==> src/rtl/key_pulse_conditioner_pkg.sv <==
// Shared types and board defaults for the pushbutton conditioner.
// Latency: n/a (declarations only).
// Backpressure: n/a.
package key_pulse_conditioner_pkg;

   // 3-bit FSM state encoding, values fixed so they read the same in waveforms and docs
   typedef enum logic [2:0] {
      IDLE         = 3'd0,
      PRESS_WAIT   = 3'd1,
      HELD         = 3'd2,
      REPEAT       = 3'd3,
      RELEASE_WAIT = 3'd4
   } state_t;

   // Timing defaults for the 50 MHz board clock
   localparam int unsigned DEF_DEBOUNCE_CYCLES = 500000;    // 10 ms
   localparam int unsigned DEF_REPEAT_DELAY    = 25000000;  // 500 ms
   localparam int unsigned DEF_REPEAT_PERIOD   = 5000000;   // 100 ms
   localparam int unsigned DEF_CNT_W           = 25;

endpackage

==> src/rtl/key_pulse_conditioner_if.sv <==
// Key input / counter-enable bundle between the button pad and the counter.
// Latency: n/a (wires only).
// Backpressure: none; pulse is a fire-and-forget strobe.
interface key_pulse_conditioner_if;
   logic key_n;      // raw pushbutton, 0 = pressed, asynchronous
   logic repeat_en;  // allow auto-repeat while held
   logic pulse;      // one-cycle counter enable
   logic pressed;    // debounced key level, 1 = pressed

   modport master (output key_n, output repeat_en, input pulse, input pressed);
   modport slave  (input key_n, input repeat_en, output pulse, output pressed);
endinterface

==> src/rtl/key_pulse_conditioner_sync_2ff.sv <==
// Two-flop synchronizer for a single asynchronous level input.
// Latency: 2 clk from d to q.
// Backpressure: none.
module sync_2ff #(
   parameter logic RST_VAL = 1'b1
) (
   input  logic clk,
   input  logic aclr,
   input  logic d,
   output logic q
);

   logic meta;

   // Shift the raw level through two flops; reset parks both at the idle level
   always_ff @(posedge clk or negedge aclr) begin
      if (!aclr) begin
         meta <= RST_VAL;
         q    <= RST_VAL;
      end else begin
         meta <= d;
         q    <= meta;
      end
   end

endmodule

==> src/rtl/key_pulse_conditioner.sv <==
// Debounces an active-low pushbutton into a one-cycle count enable with optional auto-repeat.
// Latency: press to pulse is 2 (sync) + DEBOUNCE_CYCLES + 1 clk.
// Backpressure: none; pulse is a strobe the counter must accept every cycle it is high.
module key_pulse_conditioner
   import key_pulse_conditioner_pkg::*;
#(
   parameter int unsigned DEBOUNCE_CYCLES = DEF_DEBOUNCE_CYCLES,
   parameter int unsigned REPEAT_DELAY    = DEF_REPEAT_DELAY,
   parameter int unsigned REPEAT_PERIOD   = DEF_REPEAT_PERIOD,
   parameter int unsigned CNT_W           = DEF_CNT_W
) (
   input  logic                    clk,
   input  logic                    aclr,
   key_pulse_conditioner_if.slave  bus
);

   // Terminal counts, truncated to the counter width
   localparam logic [CNT_W-1:0] DEB_LAST = CNT_W'(DEBOUNCE_CYCLES - 1);
   localparam logic [CNT_W-1:0] DLY_LAST = CNT_W'(REPEAT_DELAY - 1);
   localparam logic [CNT_W-1:0] PER_LAST = CNT_W'(REPEAT_PERIOD - 1);
   localparam logic [CNT_W-1:0] CNT_ONE  = CNT_W'(1);

   logic             ks;
   state_t           state_q, state_d;
   logic [CNT_W-1:0] cnt_q, cnt_d;
   logic             pulse_q, pulse_d;
   logic             pressed_q, pressed_d;

   sync_2ff #(.RST_VAL(1'b1)) u_sync (
      .clk  (clk),
      .aclr (aclr),
      .d    (bus.key_n),
      .q    (ks)
   );

   // State, shared counter and registered outputs; reset clears outputs without a clock
   always_ff @(posedge clk or negedge aclr) begin
      if (!aclr) begin
         state_q   <= IDLE;
         cnt_q     <= '0;
         pulse_q   <= 1'b0;
         pressed_q <= 1'b0;
      end else begin
         state_q   <= state_d;
         cnt_q     <= cnt_d;
         pulse_q   <= pulse_d;
         pressed_q <= pressed_d;
      end
   end

   // Next state, counter and strobe; every branch resets or saturates cnt so it never wraps
   always_comb begin
      state_d = state_q;
      cnt_d   = cnt_q;
      pulse_d = 1'b0;
      unique case (state_q)
         IDLE: begin
            if (!ks) begin
               state_d = PRESS_WAIT;
               cnt_d   = '0;
            end
         end
         PRESS_WAIT: begin
            if (ks) begin
               state_d = IDLE;
            end else if (cnt_q == DEB_LAST) begin
               state_d = HELD;
               cnt_d   = '0;
               pulse_d = 1'b1;
            end else begin
               cnt_d = cnt_q + CNT_ONE;
            end
         end
         HELD: begin
            if (ks) begin
               state_d = RELEASE_WAIT;
               cnt_d   = '0;
            end else if (cnt_q == DLY_LAST) begin
               // Without repeat_en the counter parks here, so a later enable fires immediately
               if (bus.repeat_en) begin
                  state_d = REPEAT;
                  cnt_d   = '0;
                  pulse_d = 1'b1;
               end
            end else begin
               cnt_d = cnt_q + CNT_ONE;
            end
         end
         REPEAT: begin
            if (ks) begin
               state_d = RELEASE_WAIT;
               cnt_d   = '0;
            end else if (!bus.repeat_en) begin
               state_d = HELD;
               cnt_d   = DLY_LAST;
            end else if (cnt_q == PER_LAST) begin
               cnt_d   = '0;
               pulse_d = 1'b1;
            end else begin
               cnt_d = cnt_q + CNT_ONE;
            end
         end
         RELEASE_WAIT: begin
            if (!ks) begin
               state_d = HELD;
               cnt_d   = '0;
            end else if (cnt_q == DEB_LAST) begin
               state_d = IDLE;
               cnt_d   = '0;
            end else begin
               cnt_d = cnt_q + CNT_ONE;
            end
         end
         default: begin
            state_d = IDLE;
            cnt_d   = '0;
         end
      endcase
      pressed_d = (state_d == HELD) || (state_d == REPEAT) || (state_d == RELEASE_WAIT);
   end

   assign bus.pulse   = pulse_q;
   assign bus.pressed = pressed_q;

endmodule

==> src/flat_wrapper.sv <==
// flat-port wrapper written by rule: the top's interface ports become plain ports
module key_pulse_conditioner_flat import key_pulse_conditioner_pkg::*;
#(
   parameter int unsigned DEBOUNCE_CYCLES = DEF_DEBOUNCE_CYCLES,
   parameter int unsigned REPEAT_DELAY    = DEF_REPEAT_DELAY,
   parameter int unsigned REPEAT_PERIOD   = DEF_REPEAT_PERIOD,
   parameter int unsigned CNT_W           = DEF_CNT_W
)
  (clk, aclr, bus_key_n, bus_repeat_en, bus_pulse, bus_pressed);
  key_pulse_conditioner_if bus_i ();
  input  logic clk;
  input  logic aclr;
  input wire logic [$bits(bus_i.key_n)-1:0] bus_key_n;
  input wire logic [$bits(bus_i.repeat_en)-1:0] bus_repeat_en;
  output wire logic [$bits(bus_i.pulse)-1:0] bus_pulse;
  output wire logic [$bits(bus_i.pressed)-1:0] bus_pressed;
  assign bus_i.key_n = bus_key_n;
  assign bus_i.repeat_en = bus_repeat_en;
  assign bus_pulse = bus_i.pulse;
  assign bus_pressed = bus_i.pressed;
  key_pulse_conditioner #(.DEBOUNCE_CYCLES(DEBOUNCE_CYCLES), .REPEAT_DELAY(REPEAT_DELAY), .REPEAT_PERIOD(REPEAT_PERIOD), .CNT_W(CNT_W)) u_core (.clk(clk), .aclr(aclr), .bus(bus_i));
endmodule
==> config.mk <==
export PLATFORM = sky130hd
export DESIGN_NAME = key_pulse_conditioner_flat
export DESIGN_NICKNAME = d
export VERILOG_FILES = /design/src/rtl/key_pulse_conditioner_pkg.sv /design/src/rtl/key_pulse_conditioner_if.sv /design/src/rtl/key_pulse_conditioner_sync_2ff.sv /design/src/rtl/key_pulse_conditioner.sv /design/src/flat_wrapper.sv
export SDC_FILE = /design/constraint.sdc
export NUM_CORES = 1
export LEC_CHECK = 0
export BUFFER_PORTS_ARGS = -buffer_cell sky130_fd_sc_hd__buf_4
export CAP_MARGIN = 20
export CORE_MARGIN = 2
export CORE_UTILIZATION = 55
export DETAILED_ROUTE_END_ITERATION = 6
export HOLD_SLACK_MARGIN = 0.05
export PLACE_DENSITY = 0.75
export SLEW_MARGIN = 0
export SYNTH_ARGS = -nofsm -noshare
export SYNTH_HDL_FRONTEND = slang
export SYNTH_SLANG_ARGS = --single-unit
==> constraint.sdc <==
create_clock -name clk -period 2.63 [get_ports clk]
set_clock_uncertainty 0.15 [all_clocks]
set_input_delay 0.1315 -clock clk [delete_from_list [all_inputs] [get_ports clk]]
set_output_delay 0.1315 -clock clk [all_outputs]
set_load 0.01 [all_outputs]
==> results.json <==
{
  "initial_utilization_pct": 56.96,
  "cts_sinks": 32,
  "row_count": 22,
  "synth_seq_area_share_pct": 38.81,
  "status": "finished clean",
  "worstPathArrival_ns": 2.59,
  "path_class": "flop to flop",
  "antenna_found_initial": 0,
  "place_area_um2": 2238,
  "dp_slack_ns": 0.00004641,
  "io_pins": 6,
  "power_density_nw_per_um2": 421.0,
  "die_h_um": 65.34,
  "syn_area_per_cell_um2": 9.157,
  "ys_top_cells_by_area": "dfrtp_1 36%, a211o_1 4.2%, nor4_1 3.0%",
  "whs_ns": 0.1442,
  "ir_drop_mv": 0.3380,
  "yosysUniqueCellTypes": 52,
  "yosys.area.top_type": "dfrtp_1",
  "portBuffers": 5,
  "crit_fanout": 8,
  "grt_usage_pct": 28.95,
  "wl_per_cell_um": 18.60,
  "gp_congestion": 0.9374,
  "design_area_um2": 2381,
  "n_fill_cell": 312,
  "tritoncts": "built",
  "via_per_inst": 6.768,
  "drcViolationCount": 0,
  "dp_hpwl_um": 3775,
  "final-seq-area_um2": 803.3,
  "area_growth_pct": 15.05,
  "dr.pass1.iters": 5,
  "finalCritPeriodShare_pct": 97.68,
  "tightestPinTransition_ns": 0.4734,
  "drv_slew": 0,
  "synth-seq-cells": 32,
  "critPathCaptureType": "flop",
  "totalWireLength_um": 5449,
  "synthCells": 226,
  "final_net_count": 249,
  "path_clk_slew_ns": 0.07,
  "layout-drive-gt1-share_pct": 21.22,
  "die_w_um": 65.34,
  "grt_pass1_wl_um": 9370,
  "gr-total-overflow": 0,
  "fmax_mhz": 389.3,
  "synth_flop_cell": "dfrtp_1",
  "core_um2": 3633,
  "cts_buffers": 5,
  "final_util_pct": 65.53,
  "h-tree-depth": 2,
  "grt_start_max_net_pins": 33,
  "multiInputGateArea_um2": 1177,
  "layout_common_cells": "30 x dfrtp_1, 22 x buf_4, 15 x nor2_1, 12 x nand2_1",
  "final_antenna_net_count": 0,
  "synth-edff-count": 0,
  "slew_headroom_pct": 68.44,
  "cp-start-kind": "flop",
  "syn-num-nets": 231,
  "hp-class": "input port to flop",
  "via_count": 1983,
  "synth_top_area_share_pct": 36.28,
  "die-area_um2": 4269,
  "tns_ns": 0,
  "syn-cell-area_um2": 2069,
  "clockBufferDepth": 2,
  "hold_viol": 0,
  "num_antenna_cells": 0,
  "layout_commonest_cell": "dfrtp_1",
  "critPathRequiredTime_ns": 2.65,
  "min_period_ns": 2.569,
  "ctsRootBufferMaster": "clkbuf_8",
  "synth_warnings": 0,
  "insertion_delay_ns": 0.29,
  "ys_async_sr_fraction_pct": 100.0,
  "finalSetupViolCount": 0,
  "first_global_vias": 1935,
  "maxCapViolCount": 0,
  "setup_ws_ns": 0.06111,
  "p_leak_nw": 1.066,
  "drtIter0Drc": 238
}
final timing paths:
path	from	endpoint	slack [ns]	depth (start not counted)
min in group asynchronous	aclr	u_core.state_q[2]	0.16	2
worst min-delay path	bus_repeat_en	u_core.state_q[0]	0.14	4
worst min register to register	u_core.u_sync.meta	u_core.u_sync.q	0.21	0
worst max register to register	u_core.cnt_q[12]	u_core.cnt_q[24]	0.06	7
max in group asynchronous	aclr	u_core.u_sync.q	1.82	2
worst max-delay path	u_core.cnt_q[12]	u_core.cnt_q[24]	0.06	7
routing by layer:
| metal | GRT usage [%] | up-vias | share of wire [%] |
|---|---|---|---|
| met5 | 0 | - | 0 |
| met4 | 15.10 | 0 | 2.8 |
| met3 | 4.795 | 19 | 5.2 |
| met2 | 45.41 | 89 | 49 |
| met1 | 38.45 | 967 | 43 |
| li1 | - | 908 | - |
repair_timing:
action	CTS	global route
setup endpoints to repair	4	23
hold buffers	2	0
buffers inserted	0	1
endpoints found under the hold margin	33	0
resized for setup	1	5
pin swaps	0	1
flip-flops by register name, indices dropped and copies added (netlist names):
register / cells
u_core.cnt_q: 25
u_core.u_sync.meta: 1
u_core.state_q: 3
u_core.u_sync.q: 1
u_core.bus.pulse: 1
u_core.bus.pressed: 1
stage by stage:
step / instances / power, mW
global placement: 282 / 0.6064
detailed placement: 282 / 0.6093
finish: 293 / 1.003
CTS: 292 / 1.006
global route: 293 / 1.039
floorplan: 226 / 0.5742
worst max-delay path, cell delays in order, from the launching register on:
cell,delay (ns)
dfrtp_1,0.44
nor4_2,0.44
nand4_1,0.28
o311ai_4,0.35
and3_4,0.27
buf_4,0.15
o21ai_1,0.07
a221o_1,0.29
layout make-up:
| class | instances | share of cell area, % |
|---|---|---|
| Clock buffer | 6 | 3.468 |
| Clock inverter | 2 | 0.4204 |
| Inverter | 6 | 0.9459 |
| Multi-Input combinational cell | 173 | 49.45 |
| Sequential cell | 32 | 33.74 |
| Tap cell | 48 | 2.522 |
| Timing Repair Buffer | 26 | 9.459 |
cells by family (layout without fill, tap and decap cells):
logic type               Yosys count  count (layout)  share of synthesized area, %
multiplexers                       2               2                         1.088
XOR/XNOR                           1               1                        0.4233
flip-flops                        32              32                         38.81
AO/OA/AOI/OAI                     69              69                         24.73
adder cells (fa/ha/maj)            1               1                        0.6045
buffers and inverters             21              40                         5.381
AND/OR/NAND/NOR                  100             100                         28.96
Yosys cell counts, types with 2 or more instances:
master / count
clkbuf_1: 7
nand3_1: 10
mux2_2: 2
or4_1: 4
and3_1: 5
a31oi_1: 2
or3b_2: 2
o21ai_0: 11
nor4b_1: 6
and2_1: 3
a21o_1: 7
o21a_1: 2
inv_1: 6
nand2_1: 12
nor4_1: 10
a22o_1: 6
o31ai_1: 5
a21boi_0: 2
a221o_1: 3
a211o_1: 10
nor4_2: 2
and4_1: 2
nand2b_1: 2
nor2b_1: 2
buf_6: 2
a21oi_1: 6
dfstp_2: 2
dfrtp_1: 30
nor2_1: 15
nand4_1: 5
o21ai_1: 8
buf_2: 5
nor3_1: 11
power breakdown:
part | leakage [nW] | internal, mW | total [mW] | switching, mW
Combinational | 0.579 | 0.0375 | 0.0911 | 0.0536
Clock | 0.0510 | 0.209 | 0.398 | 0.189
Sequential | 0.436 | 0.502 | 0.514 | 0.0116
Total | 1.07 | 0.748 | 1.00 | 0.254
Power figures use the tool's default switching activity.
